==> config.mk <==
export PLATFORM = sky130hd
export DESIGN_NAME = lexer_stream
export DESIGN_NICKNAME = d
export VERILOG_FILES = /design/src/rtl/lexer_stream.sv
export SDC_FILE = /design/constraint.sdc
export NUM_CORES = 1
export LEC_CHECK = 0
export ABC_CLOCK_PERIOD_IN_PS = 6200
export BUFFER_PORTS_ARGS = -buffer_cell sky130_fd_sc_hd__buf_2
export CAP_MARGIN = 20
export CORE_MARGIN = 3
export CORE_UTILIZATION = 55
export DETAILED_ROUTE_END_ITERATION = 10
export PLACE_DENSITY = 0.78
export RECOVER_POWER = 100
export SLEW_MARGIN = 25
export SYNTH_ARGS = -nofsm -noshare
export SYNTH_HDL_FRONTEND = slang
export SYNTH_SLANG_ARGS = --single-unit
==> constraint.sdc <==
create_clock -name CLK -period 6.2 [get_ports CLK]
set_input_delay 0 -clock CLK [delete_from_list [all_inputs] [get_ports CLK]]
set_output_delay 0 -clock CLK [all_outputs]
set_load 0.005 [all_outputs]
==> src/rtl/lexer_stream.sv <==
// Byte-stream tokenizer: one ASCII byte per accepted cycle in, {tag,value} tokens out
// through a show-ahead FIFO. A non-digit ending a number can flush two tokens at once.
module lexer_stream #(
  parameter int NUM_W      = 16,
  parameter int FIFO_DEPTH = 4
) (
  input  logic               CLK,
  input  logic               RST,
  input  logic               I_VALID,
  output logic               I_READY,
  input  logic [7:0]         I_DATA,
  output logic               O_VALID,
  input  logic               O_READY,
  output logic [NUM_W+7:0]   O_DATA,
  output logic               FOUND_EOF,
  output logic               NUM_OVF
);
  localparam int PTR_W = (FIFO_DEPTH > 1) ? $clog2(FIFO_DEPTH) : 1;
  localparam int CNT_W = PTR_W + 1;
  localparam int TOK_W = NUM_W + 8;
  localparam int ACC_W = NUM_W + 4;

  localparam logic [7:0] TAG_NUM   = 8'h00;
  localparam logic [7:0] TAG_PLUS  = 8'h01;
  localparam logic [7:0] TAG_MINUS = 8'h02;
  localparam logic [7:0] TAG_EOF   = 8'h03;
  localparam logic [7:0] TAG_MUL   = 8'h04;
  localparam logic [7:0] TAG_DIV   = 8'h05;
  localparam logic [7:0] TAG_LPAR  = 8'h06;
  localparam logic [7:0] TAG_RPAR  = 8'h07;
  localparam logic [7:0] TAG_ERR   = 8'hFE;

  typedef enum logic [1:0] {
    S_IDLE   = 2'd0,
    S_IN_NUM = 2'd1,
    S_DONE   = 2'd2
  } state_t;

  state_t             state_q, state_d;
  logic [NUM_W-1:0]   acc_q, acc_d;
  logic               found_eof_q, found_eof_d;
  logic               num_ovf_q, num_ovf_d;
  logic [PTR_W-1:0]   wr_ptr_q, wr_ptr_d, rd_ptr_q, rd_ptr_d, wr_ptr_p1;
  logic [CNT_W-1:0]   count_q, count_d;
  logic [TOK_W-1:0]   mem_q [FIFO_DEPTH];

  logic               is_digit, is_eof, has_tok;
  logic [7:0]         byte_tag;
  logic [NUM_W-1:0]   byte_val;
  logic [ACC_W-1:0]   acc_ext;
  logic               acc_sat;
  logic               accept, pop, push0, push1;
  logic [1:0]         n_push;
  logic [TOK_W-1:0]   tok0, tok1;

  // Token the current byte produces on its own, independent of any pending number.
  always_comb begin
    is_digit = (I_DATA >= 8'h30) && (I_DATA <= 8'h39);
    is_eof   = 1'b0;
    has_tok  = 1'b1;
    byte_tag = TAG_ERR;
    byte_val = NUM_W'(I_DATA);
    case (I_DATA)
      8'h2B: begin byte_tag = TAG_PLUS;  byte_val = '0; end
      8'h2D: begin byte_tag = TAG_MINUS; byte_val = '0; end
      8'h2A: begin byte_tag = TAG_MUL;   byte_val = '0; end
      8'h2F: begin byte_tag = TAG_DIV;   byte_val = '0; end
      8'h28: begin byte_tag = TAG_LPAR;  byte_val = '0; end
      8'h29: begin byte_tag = TAG_RPAR;  byte_val = '0; end
      8'h00, 8'hFF: begin byte_tag = TAG_EOF; byte_val = '0; is_eof = 1'b1; end
      8'h09, 8'h0A, 8'h0D, 8'h20: begin has_tok = 1'b0; byte_val = '0; end
      default: if (is_digit) begin has_tok = 1'b0; byte_val = '0; end
    endcase
  end

  // Four spare bits hold acc*10+9 for any acc, so the overflow compare is exact.
  assign acc_ext = ACC_W'(acc_q) * ACC_W'(10) + ACC_W'(I_DATA[3:0]);
  assign acc_sat = acc_ext > ACC_W'({NUM_W{1'b1}});

  assign I_READY = (state_q != S_DONE) && (count_q <= CNT_W'(FIFO_DEPTH - 2));
  assign accept  = I_VALID && I_READY;
  assign O_VALID = (count_q != '0);
  assign pop     = O_VALID && O_READY;
  assign O_DATA  = O_VALID ? mem_q[rd_ptr_q] : '0;
  assign FOUND_EOF = found_eof_q;
  assign NUM_OVF   = num_ovf_q;

  always_comb begin
    state_d     = state_q;
    acc_d       = acc_q;
    found_eof_d = found_eof_q;
    num_ovf_d   = num_ovf_q;
    push0       = 1'b0;
    push1       = 1'b0;
    tok0        = '0;
    tok1        = '0;
    if (accept) begin
      case (state_q)
        S_IDLE: begin
          if (is_digit) begin
            acc_d   = NUM_W'(I_DATA[3:0]);
            state_d = S_IN_NUM;
          end else if (has_tok) begin
            push0 = 1'b1;
            tok0  = {byte_tag, byte_val};
            if (is_eof) begin
              state_d     = S_DONE;
              found_eof_d = 1'b1;
            end
          end
        end
        S_IN_NUM: begin
          if (is_digit) begin
            if (acc_sat) begin
              acc_d     = '1;
              num_ovf_d = 1'b1;
            end else begin
              acc_d = acc_ext[NUM_W-1:0];
            end
          end else begin
            push0       = 1'b1;
            tok0        = {TAG_NUM, acc_q};
            push1       = has_tok;
            tok1        = {byte_tag, byte_val};
            state_d     = is_eof ? S_DONE : S_IDLE;
            found_eof_d = found_eof_q | is_eof;
          end
        end
        default: ;
      endcase
    end
  end

  assign n_push    = {1'b0, push0} + {1'b0, push1};
  assign wr_ptr_p1 = wr_ptr_q + PTR_W'(1);
  assign wr_ptr_d  = wr_ptr_q + PTR_W'(n_push);
  assign rd_ptr_d  = rd_ptr_q + PTR_W'(pop);
  assign count_d   = count_q + CNT_W'(n_push) - CNT_W'(pop);

  // Entries are only written into free slots, so no write can clobber the head.
  always_ff @(posedge CLK) begin
    if (push0) mem_q[wr_ptr_q]  <= tok0;
    if (push1) mem_q[wr_ptr_p1] <= tok1;
  end

  always_ff @(posedge CLK) begin
    if (RST) begin
      state_q     <= S_IDLE;
      acc_q       <= '0;
      found_eof_q <= 1'b0;
      num_ovf_q   <= 1'b0;
      wr_ptr_q    <= '0;
      rd_ptr_q    <= '0;
      count_q     <= '0;
    end else begin
      state_q     <= state_d;
      acc_q       <= acc_d;
      found_eof_q <= found_eof_d;
      num_ovf_q   <= num_ovf_d;
      wr_ptr_q    <= wr_ptr_d;
      rd_ptr_q    <= rd_ptr_d;
      count_q     <= count_d;
    end
  end
endmodule
; ---- Word level (Yosys, flattened, before mapping)
; Memories as Yosys holds them, arrays and structs flattened. A register that Yosys moved wholly into a read port is not among the register bits.
; Index checks and enable logic that the tools add are counted.
[word_totals]
register_bits = 27
mem_bits_rw = 96
input_bits = 12
output_inout_bits = 28
word_cells = 99
memories = 1
[op_classes]
n_addsub = 7
multipliers = 1
order_cmp = 4
n_eq_ne = 21
n_mux = 41
n_bitwise = 1
n_reduce_logical = 16
[memory_table]
columns = memory, words, word_bits, rd, rd_ports_with_merged_regs, wr, line
row1 = mem_q, 4, 24, 1, 1, 2, 45  ; logic [TOK_W-1:0] mem_q [FIFO_DEPTH];
[ops]
columns = operator, count
row1 = $mux W24, 7
row2 = $mux W16, 4
row3 = $eq A8 B6 Y1 const B, 7
row4 = $pmux W8 S7, 1
row5 = $pmux W24 S2, 1
row6 = $pmux W16 S2, 1
row7 = $eq A8 B4 Y1 const B, 3
row8 = $add A20 B4 Y20, 1
row9 = $gt A20 B16 Y1 const B, 1
row10 = $mul A16 B3 Y19 const B, 1
row11 = $mux W1, 16
row12 = $ne A2 B2 Y1 const B, 7
row13 = $mux W2, 6
row14 = $reduce_or A12 Y1, 1
row15 = $eq A8 B8 Y1 const B, 1
row16 = $ge A8 B6 Y1 const B, 1
row17 = $le A8 B6 Y1 const B, 1
row18 = $logic_not A8 Y1, 1
row19 = $mux W8, 1
row20 = $reduce_and A4 Y1, 2
row21 = $reduce_or A8 Y1, 1
row22 = $ne A3 B3 Y1 const B, 2
row23 = $pmux W1 S2, 3
row24 = $reduce_and A6 Y1, 1
row25 = 17 further kinds, 20

; ---- Depth between registers and ports, before layout
; Gate-level depths: netlist (run 1).
[logic_depth]
ltp_word = 11
ltp_mapped = 16
ltp_nobuf = 15

; ---- Worst setup path before layout (run 1)
; Ideal clock, no wire load.
[synth_timing]
path_type = register to register
startpoint = register acc_q[1]
endpoint = register acc_q[13]
setup_ns = 0.134
arrival_time_ns = 3.050
required_time_ns = 6.066
slack_ns = 3.016
path_stages_with_launch = 13
path_buffers = 0
synth_period_minus_slack_ns = 3.184
path_cell_list = dfxtp_1 > ha_1 > ha_1 > inv_1 > fa_1 > nand2b_2 > a21oi_2 > xor2_1 > nand4_2 > or3_4 > or4_1 > a211oi_1 > a211oi_1
[synth_between]
elab_chain_len = 6
[synth_rtl]
columns = element, line
row1 = from (decl), 40  ; logic [NUM_W-1:0] acc_q, acc_d;
row2 = from (signal assigned), 149  ; acc_q <= '0;
row3 = from (signal assigned), 157  ; acc_q <= acc_d;
row4 = $mul A16 B3 Y19 (*), 77  ; assign acc_ext = ACC_W'(acc_q) * ACC_W'(10) + ACC_W'(I_DATA[3:0]);
row5 = $add A20 B4 Y20 (*), 77
row6 = $gt A20 B16 Y1, 78  ; assign acc_sat = acc_ext > ACC_W'({NUM_W{1'b1}});
row7 = $mux W16 (*), 114  ; if (acc_sat) begin
row8 = $mux W16 (*), 113  ; if (is_digit) begin
row9 = $pmux W16 S2 (*), 98  ; case (state_q)
; Every way passes the cells marked *; elsewhere a longest branch is shown, timed or not. The select of a mux whose other input is x is not followed.
; A chain may end at the register's enable or synchronous reset.

; ---- Worst setup path after layout (run 1)
[layout_timing]
startpoint = register acc_q[1]
endpoint = register acc_q[0]
[layout_between]
elab_chain_len = 6
[layout_rtl]
columns = element, line
row1 = $mul A16 B3 Y19, 77
row2 = $add A20 B4 Y20, 77
row3 = $gt A20 B16 Y1, 78
row4 = $mux W16, 114
row5 = $mux W16, 113
row6 = $pmux W16 S2, 98
; Every way passes these cells. The select of a mux whose other input is x is not followed.

==> out/results.ini, run 1 <==
[power_and_ir_drop]
p_switching_uw=572
p_leak_uw=0.00260
swShare=0.308
power_density_mw_per_mm2=270
internal-power_uw=1290
p_clk_frac=0.295
peakVddDrop_v=0.000230
seqPwrFrac=0.446
comb_power_share=0.260

[critical_path]
critPathKind=reg -> reg
crit_path_max_incr_delay_ns=0.71
r2r_start=acc_q[1]
r2r_slack_ns=2.18
crit_path_start_kind=flop
path_cells=ha_1 > ha_1 > inv_1 > fa_1 > nand2b_2 > a21bo_1 > a21oi_1 > o221ai_1 > nor4_1 > nand4_1 > a21oi_1 > o21ai_0
end_kind=flop
required_ns=6.40
reg2reg_to=acc_q[0]
cpMaxStageDelayCell=a21oi_1
reg2regPathDepth=12
crit_fanout=10
cp.arrival_ns=4.22

[finish]
seq_area_sq_mm=0.00262
layout_common_cells=dfxtp_1, nor2_1, edfxtp_1
finalNetCount=698
drive_gt1_frac=0.106
areaGrowthSynthToFinish_pct=6.75
fillCellCount=928
multi_input_area_sq_mm=0.00354
final_common_cell=dfxtp_1
antenna_cells=0
postLayoutCoreUtil=0.617

[sta]
slew_viol_final=0
setup_tns_ns=0
final-hold-violation-count=0
clock.fmax_mhz=249
setup_violations=0
tightest_slew_ns=1.07
rsz0062_at_grt=no
finClkSkew_ns=0.00606
layout_min_cycle_time_ns=4.02
fin_ws_ns=2.18
period_share=0.648
relSlewSlack=0.290

[cts]
clkLatencyLatePin_ns=0.35
clk_path_buf_depth=2
cts-root-buf=clkbuf_16
cts_made_buffers=9
cts_setup_buffers=0
cts_tree=done
cts_num_sinks=107
cts_max_level=3
path_clk_slew_ns=0.07
hold_buffers=0
cts_resized=0

[place]
hpwlAfterDp_mm=11.4
place_ws_ns=2.75
place.gp.congestion=0.960
io_buffers=39

[hold_path]
holdCritStartpoint=I_DATA[0]
whs_endpoint=acc_q[0]
hold_path.class=in -> reg
whs_path_depth=3

[routing]
drtIter0Drc=445
num_vias=5170
drt-vias-per-instance=6.54
remaining_drc_errors=0
drt-wirelength-per-cell_um=19.5
antenna_left=0
firstDrtPassIters=5
routed_wl_mm=15.5

[global_route]
grt_max_degree=26
gr-usage-all-layers=0.242
grt_pass1_vias=5058
antenna_found_initial=0
grt_first_pass_wirelength_mm=25.4
overflow=0

[flow_run]
maxCapViolCount=0

[floorplan]
rows=38
die_width_um=114
core-area_sq_mm=0.0112
die-area_sq_mm=0.0131
ioPinCount=40
start_util=0.578
die_h_um=114

[logic_synthesis]
synthCells=629
synth_flop_cell=dfxtp_1
synth-seq-cells=107
syn_avg_cell_area_sq_um=10.3
synth_edf_count=48
ys_seq_area_frac=0.406
synth_nets=681
synth.distinct_cells=73
async_flop_share=0
syn-cell-area_sq_mm=0.00645
ys_warn_count=0

[status]
status=complete, no violations

## Yosys cell counts (3+ instances only)
| master | instances | area [sq um] |
|---|---|---|
| o211ai_1 | 4 | 30.0 |
| and4_1 | 3 | 26.3 |
| nand3_1 | 12 | 60.1 |
| o21ai_0 | 10 | 50.1 |
| a31oi_1 | 4 | 25.0 |
| mux4_2 | 20 | 450 |
| clkbuf_1 | 22 | 82.6 |
| ha_1 | 37 | 463 |
| nand4_1 | 7 | 43.8 |
| and2_1 | 3 | 18.8 |
| a22o_1 | 39 | 342 |
| nor2_1 | 53 | 199 |
| a21boi_0 | 3 | 22.5 |
| edfxtp_1 | 48 | 1440 |
| or2_2 | 3 | 18.8 |
| nor4_1 | 3 | 18.8 |
| buf_4 | 4 | 30.0 |
| a21o_1 | 4 | 30.0 |
| o21bai_1 | 3 | 22.5 |
| a22oi_1 | 6 | 45.0 |
| a211oi_1 | 11 | 82.6 |
| xnor2_1 | 12 | 105 |
| a32o_1 | 16 | 160 |
| nand2_1 | 38 | 143 |
| nor2b_1 | 31 | 194 |
| o21ai_1 | 7 | 35.0 |
| o22ai_1 | 14 | 87.6 |
| dfxtp_1 | 59 | 1180 |
| o31ai_1 | 4 | 30.0 |
| buf_2 | 8 | 40.0 |
| fa_1 | 3 | 60.1 |
| a221oi_1 | 3 | 26.3 |
| nand2b_1 | 8 | 50.1 |
| inv_1 | 20 | 75.1 |
| or3_1 | 5 | 31.3 |
| and3_1 | 9 | 56.3 |
| nor3_1 | 17 | 85.1 |
| a21oi_1 | 24 | 120 |
| xor2_1 | 8 | 70.1 |
## sequential cells by signal, indices dropped and copies added, names as in the netlist
| name | cells |
|---|---|
| FOUND_EOF | 1 |
| count_q | 3 |
| rd_ptr_q | 2 |
| mem_q | 80 |
| wr_ptr_q | 2 |
| NUM_OVF | 1 |
| state_q | 2 |
| acc_q | 16 |
## layout make-up
class                      count  area share
multi-input combinational    464       0.514
timing repair buffer          42      0.0272
sequential                   107       0.381
inverter                      22      0.0120
clock buffer                  10      0.0347
tap                          140      0.0254
clock inverter                 6     0.00654
## metal layers
layer | vias to the layer above | global-route usage | wire length (um)
li1 | 2441 | - | -
met1 | 2488 | 0.308 | 6400
met2 | 208 | 0.422 | 7720
met3 | 33 | 0.0275 | 965
met4 | 0 | 0.0966 | 378
met5 | - | 0 | 0
## critical path: cells and delay by family, from the launching register on
family / cells / cell delay, ns
AOI/OAI and AO/OA: 5 / 1.54
and+or+nand+nor: 3 / 1.00
adders and majority gates: 3 / 0.89
DFF: 1 / 0.37
buffers and inverters: 1 / 0.07
## worst max path at each step
stage	cells past startpoint	from	endpoint	slack, ns
global route	12	acc_q[1]	acc_q[0]	1.82
CTS	12	acc_q[1]	acc_q[11]	2.73
floorplan	12	acc_q[1]	acc_q[13]	3.02
finish	12	acc_q[1]	acc_q[0]	2.18
global placement	12	acc_q[1]	acc_q[13]	2.86
detailed placement	12	acc_q[1]	acc_q[11]	2.75
## per-stage QoR
step	std cells	hold slack [ns]	total power, uW	cell area (sq um)
6_report	791	0.0538	1860	6890
5_1_grt	791	0.0796	1940	6890
4_1_cts	791	0.0598	1880	6980
3_5_place_dp	775	0.417	1350	6690
3_3_place_gp	775	0.389	1330	6690
2_1_floorplan	629	0.187	1200	6450
## power groups by stage
stage | Clock [uW] | Combinational (uW) | Sequential (uW)
final | 548 | 482 | 828
after global routing | 574 | 535 | 833
after CTS | 548 | 506 | 829
after detailed placement | 0 | 501 | 845
after global placement | 0 | 489 | 842
after floorplan | 0 | 375 | 828
## cells by family after synthesis
kind of cell / after synthesis / share of synthesized area
simple gates: 212 / 0.176
flops: 107 / 0.406
compound gates: 172 / 0.202
mux: 20 / 0.0698
fa+ha+maj: 40 / 0.0810
buf+inv: 58 / 0.0376
xor+xnor: 20 / 0.0271
Note: power is estimated with default switching activity, not from simulation.
==> run 2: changes to the inputs <==
--- a/config.mk
+++ b/config.mk
@@ -5,13 +5,13 @@
 export SDC_FILE = /design/constraint.sdc
 export NUM_CORES = 1
 export LEC_CHECK = 0
-export ABC_CLOCK_PERIOD_IN_PS = 6200
+export ABC_CLOCK_PERIOD_IN_PS = 3650
 export BUFFER_PORTS_ARGS = -buffer_cell sky130_fd_sc_hd__buf_2
 export CAP_MARGIN = 20
 export CORE_MARGIN = 3
 export CORE_UTILIZATION = 55
 export DETAILED_ROUTE_END_ITERATION = 10
-export PLACE_DENSITY = 0.78
+export PLACE_DENSITY = 0.81
 export RECOVER_POWER = 100
 export SLEW_MARGIN = 25
 export SYNTH_ARGS = -nofsm -noshare
==> constraint.sdc (replaced) <==
create_clock -name CLK -period 3.65 [get_ports CLK]
set_input_delay 0 -clock CLK [delete_from_list [all_inputs] [get_ports CLK]]
set_output_delay 0 -clock CLK [all_outputs]
set_load 0.005 [all_outputs]
==> run 2 against run 1 <==
Against the previous run: register-to-register slack got worse by 2.0 ns; non-clock buffer count rose by 7; final cell count rose by 0.88%; worst setup slack got worse by 2.0 ns; flip-flop and latch count did not move; maximum frequency rose by 17%.
==> out/results.ini, run 2 (synthesis gave the netlist of run 1 again) <==
[status]
status=complete, no violations

[floorplan]
rows=38  ; unchanged
die_h_um=114  ; unchanged
ioPinCount=40  ; unchanged
start_util=0.578  ; unchanged
core-area_sq_mm=0.0112  ; unchanged
die_width_um=114  ; unchanged
die-area_sq_mm=0.0131  ; unchanged

[routing]
num_vias=5221  ; +0.99%
drt-wirelength-per-cell_um=19.4  ; -0.56%
routed_wl_mm=15.5  ; +0.32%
drt-vias-per-instance=6.54  ; +0.10%
remaining_drc_errors=0  ; unchanged
firstDrtPassIters=5  ; unchanged
antenna_left=0  ; unchanged
drtIter0Drc=546  ; +23%

[finish]
fin_area_sq_mm=0.00699  ; +1.4%
antenna_cells=0  ; unchanged
fillCellCount=868  ; -6.5%
regMostFlops=mem_q
areaGrowthSynthToFinish_pct=8.26
drive_gt1_frac=0.123  ; +0.0171
final_common_cell=dfxtp_1
finalNetCount=705  ; +1.0%
layout_top_registers=mem_q x80, acc_q x16, count_q x3
largest_register_ffs=80  ; unchanged
layout_common_cells=dfxtp_1, nor2_1, edfxtp_1

[critical_path]
cp.arrival_ns=3.66  ; -0.56 ns
r2r_slack_ns=0.21  ; -1.98 ns
crit_fanout=5  ; -5
end_kind=flop
critPathKind=reg -> reg
required_ns=3.87  ; -2.53 ns
crit_path_start_kind=flop

[sta]
finClkSkew_ns=0.00655  ; +0.000495 ns
final-hold-violation-count=0  ; unchanged
setup_tns_ns=0  ; unchanged
setup_violations=0  ; unchanged
relSlewSlack=0.273  ; -0.0163
rsz0062_at_grt=no
period_share=0.943  ; +0.295
slew_viol_final=0  ; unchanged
tightest_slew_ns=1.09  ; +0.0244 ns
clock.fmax_mhz=290  ; +17%
layout_min_cycle_time_ns=3.44  ; -0.575 ns

[cts]
cts_tree=done
cts_max_level=3  ; unchanged
cts_num_sinks=107  ; unchanged
hold_buffers=0  ; unchanged
path_clk_slew_ns=0.07  ; about the same
cts_resized=0  ; unchanged
cts-root-buf=clkbuf_16
clk_path_buf_depth=2  ; unchanged
cts_made_buffers=9  ; unchanged
cts_setup_buffers=0  ; unchanged
clkLatencyLatePin_ns=0.35  ; about the same

[hold_path]
hold_path.class=in -> reg

[global_route]
grt_first_pass_wirelength_mm=26.2  ; +3.3%
overflow=0  ; unchanged
grt_pass1_vias=5177  ; +2.4%
grt_max_degree=26  ; unchanged
antenna_found_initial=0  ; unchanged
gr-usage-all-layers=0.251  ; +0.00829

[power_and_ir_drop]
power_density_mw_per_mm2=462  ; +71%
peakVddDrop_v=0.000365  ; +58%
p_leak_uw=0.00267  ; +2.7%

[place]
io_buffers=39  ; unchanged
hpwlAfterDp_mm=11.3  ; -0.49%
place_area_sq_mm=0.00675  ; +0.79%
place.gp.congestion=0.884  ; -7.9%

[flow_run]
maxCapViolCount=0  ; unchanged

==> run 2: path summary, 6_finish.rpt <==
kind,from,endpoint,cells after the start
setup reg to reg,acc_q[1],acc_q[13],12
hold / removal,I_DATA[0],acc_q[0],3
setup / recovery,acc_q[1],acc_q[13],12
hold reg to reg,mem_q[3][12],mem_q[3][12],1
==> run 2: worst max-delay path, cell delays in order (launching register included) <==
cell and delay [ns]:
dfxtp_1 0.37, ha_1 0.30, ha_1 0.18, inv_1 0.06, fa_1 0.40, nand2b_2 0.22
a21oi_2 0.14, xor2_1 0.35, nand4_2 0.17, or3_4 0.38, or4_1 0.40, a211oi_1 0.24
a211oi_1 0.10
==> run 2: cell type report <==
class                      count  area, sq um  area share
multi-input combinational    464         3560       0.510
sequential                   107         2620       0.375
timing repair buffer          49          241      0.0346
clock buffer                   9          225      0.0322
tap                          140          175      0.0251
inverter                      22         82.6      0.0118
clock inverter                 7         75.1      0.0107
==> run 2: layer usage <==
| layer | global-route usage | up-vias | routed length (um) |
|---|---|---|---|
| li1 | - | 2460 | - |
| met2 | 0.411 | 237 | 7500 |
| met3 | 0.0328 | 33 | 1080 |
| met1 | 0.340 | 2491 | 6490 |
| met4 | 0.0950 | 0 | 439 |
| met5 | 0 | - | 0 |
==> run 2: power breakdown <==
| group | total, uW | switching, uW | internal [uW] |
|---|---|---|---|
| Clock | 976 | 440 | 537 |
| Sequential | 1460 | 103 | 1360 |
| Combinational | 795 | 437 | 358 |
==> run 2: through the flow <==
step | hold WS (ns) | util | std cells | worst slack [ns] | total power (uW)
floorplan | 0.187 | - | 629 | 0.466 | 2040
global placement | 0.390 | 0.604 | 782 | 0.318 | 2270
detailed placement | 0.415 | 0.604 | 782 | 0.238 | 2310
CTS | 0.0410 | 0.631 | 798 | 0.223 | 3280
global route | 0.0957 | 0.625 | 798 | 0.00473 | 3400
finish | 0.0499 | 0.625 | 798 | 0.207 | 3230
==> run 3: changes to the inputs <==
--- a/config.mk
+++ b/config.mk
@@ -8,6 +8,7 @@
 export ABC_CLOCK_PERIOD_IN_PS = 3650
 export BUFFER_PORTS_ARGS = -buffer_cell sky130_fd_sc_hd__buf_2
 export CAP_MARGIN = 20
+export CORE_ASPECT_RATIO = 1.5
 export CORE_MARGIN = 3
 export CORE_UTILIZATION = 55
 export DETAILED_ROUTE_END_ITERATION = 10
==> run 3 against run 2 <==
Against the previous run: die area grew 0.20%; critical endpoint is now acc_q[12]; largest cell class unchanged; design area grew 0.59%; sequential share of layout area shrank 0.24 points.
==> out/results.ini, run 3 (synthesis gave the netlist of run 1 again) <==
[cts]
path_clk_slew_ns=0.07  ; about the same
clk_path_buf_depth=2  ; unchanged
cts_made_buffers=9  ; unchanged
cts_max_level=3  ; unchanged
cts_tree=done
clkLatencyLatePin_ns=0.36  ; about the same
cts_num_sinks=107  ; unchanged
cts-root-buf=clkbuf_16

[finish]
postLayoutCoreUtil=0.626  ; about the same
layout_top_registers=mem_q x80, acc_q x16, count_q x3
layout_common_cells=dfxtp_1, nor2_1, edfxtp_1
finalNetCount=709  ; +0.57%
regMostFlops=mem_q
final_common_cell=dfxtp_1
antenna_cells=0  ; unchanged
largest_register_ffs=80  ; unchanged
drive_gt1_frac=0.115  ; -0.00830
stdcell_count=809  ; +1.4%
areaGrowthSynthToFinish_pct=8.90
fin_area_sq_mm=0.00703  ; +0.59%

[floorplan]
start_util=0.575  ; -0.00302
ioPinCount=40  ; unchanged
die_h_um=139  ; +21%
die_width_um=94.5  ; -17%
rows=47  ; +24%
core-area_sq_mm=0.0112  ; +0.53%
die-area_sq_mm=0.0131  ; +0.20%

[critical_path]
cp.arrival_ns=3.70  ; +0.04 ns
critPathKind=reg -> reg
crit_top_cell=ha_1
crit_buf_inv=2  ; +1
cpMaxStageDelayCell=nor4_2
critPathTopFamily=compound AO/OA/AOI/OAI gates
crit_fanout=5  ; unchanged
required_ns=3.88  ; about the same
path_cells=ha_1 > ha_1 > inv_1 > fa_1 > nand2b_2 > a21bo_1 > a21oi_1 > o221ai_1 > nor4_2 > nand4_1 > buf_4 > a21oi_2 > a31oi_1
crit_path_max_incr_delay_ns=0.42  ; +0.02 ns
end_kind=flop
crit_path_start_kind=flop

[global_route]
antenna_found_initial=0  ; unchanged
gr-usage-all-layers=0.258  ; +0.00775
grt_max_degree=26  ; unchanged
grt_first_pass_wirelength_mm=26.7  ; +1.9%
overflow=0  ; unchanged
grt_pass1_vias=5266  ; +1.7%

[sta]
slew_viol_final=0  ; unchanged
finClkSkew_ns=0.00913  ; +0.00258 ns
setup_violations=0  ; unchanged
tightest_slew_ns=1.09  ; +0.00185 ns
clock.fmax_mhz=288  ; -0.77%
relSlewSlack=0.272  ; -0.00123
layout_min_cycle_time_ns=3.47  ; +0.0269 ns
rsz0062_at_grt=no
period_share=0.951  ; +0.00736
worst_hold_slack_ns=0.0316  ; -0.0182 ns
final-hold-violation-count=0  ; unchanged
setup_tns_ns=0  ; unchanged

[power_and_ir_drop]
p_switching_uw=999  ; +2.1%
swShare=0.307  ; +0.00367
power_density_mw_per_mm2=463  ; +0.24%
p_leak_uw=0.00264  ; -1.2%
seqPwrFrac=0.450  ; -0.002
comb_power_share=0.241  ; -0.005
internal-power_uw=2260  ; +0.31%
peakVddDrop_v=0.000246  ; -33%
p_clk_frac=0.309  ; +0.007

[routing]
remaining_drc_errors=0  ; unchanged
drtIter0Drc=462  ; -15%
firstDrtPassIters=5  ; unchanged
routed_wl_mm=16.7  ; +7.7%
num_vias=5283  ; +1.2%
drt-wirelength-per-cell_um=20.6  ; +6.2%
antenna_left=0  ; unchanged
drt-vias-per-instance=6.53  ; -0.19%

[place]
dp.cells=791  ; +1.2%
io_buffers=39  ; unchanged
place_area_sq_mm=0.00677  ; +0.35%
hpwlAfterDp_mm=12.5  ; +10%
place.gp.congestion=0.882  ; -0.17%

[flow_run]
maxCapViolCount=0  ; unchanged

[status]
status=complete, no violations

[hold_path]
hold_path.class=in -> reg

[run 3: cell count changes in the layout (fill, tap and decap cells not counted), moves of 2 or more]
cell	delta
inv_6	+2
nor3_1	-2
clkbuf_2	-3
buf_2	-3
nor3_2	+2
clkbuf_1	+13
clkbuf_16	+2
buf_4	-2
[run 3: final timing paths]
kind / depth (start not counted) / end / startpoint / slack (ns)
hold reg to reg: 1 / mem_q[2][13] / mem_q[2][13] / 0.49
setup / recovery: 13 / acc_q[12] / acc_q[1] / 0.18
hold / removal: 3 / mem_q[3][4] / I_DATA[4] / 0.03
setup reg to reg: 13 / acc_q[12] / acc_q[1] / 0.18
[run 3: worst reg2reg max path, stage by stage, from the launching register on]
cell	delay (ns)
dfxtp_1	0.36
ha_1	0.30
ha_1	0.20
inv_1	0.07
fa_1	0.39
nand2b_2	0.22
a21bo_1	0.21
a21oi_1	0.22
o221ai_1	0.21
nor4_2	0.42
nand4_1	0.15
buf_4	0.19
a21oi_2	0.28
a31oi_1	0.11
[run 3: area by class of cell]
type,count,area (sq um)
clock inverters,4,35.0
repair buffers,52,238
clock buffers,12,279
flip-flops and latches,107,2620
inverters,22,82.6
well taps,147,184
multi-input cells,465,3590
fillers,921,4200
[run 3: metal layers]
metal	GRT usage	part of all wire
met3	0.0423	0.051
met2	0.477	0.56
met1	0.287	0.36
met4	0.105	0.031
met5	0	0
[run 3: through the flow]
step | setup slack (ns) | power, uW
final | 0.180 | 3260
after global routing | 0.0355 | 3400
after CTS | 0.215 | 3300
after detailed placement | 0.219 | 2310
after global placement | 0.308 | 2280
after floorplan | 0.466 | 2040
[run 3: repair_timing]
item	CTS	global route
setup endpoints to repair	0	12
buffers inserted	0	1
hold buffers	0	0
resized for setup	0	5
[run 3: power groups by stage]
| stage | Sequential, uW | Clock [uW] | Combinational, uW |
|---|---|---|---|
| 2_1_floorplan | 1410 | 0 | 636 |
| 3_3_place_gp | 1480 | 0 | 794 |
| 3_5_place_dp | 1500 | 0 | 817 |
| 4_1_cts | 1470 | 1000 | 828 |
| 5_1_grt | 1480 | 1050 | 868 |
| 6_report | 1470 | 1010 | 784 |
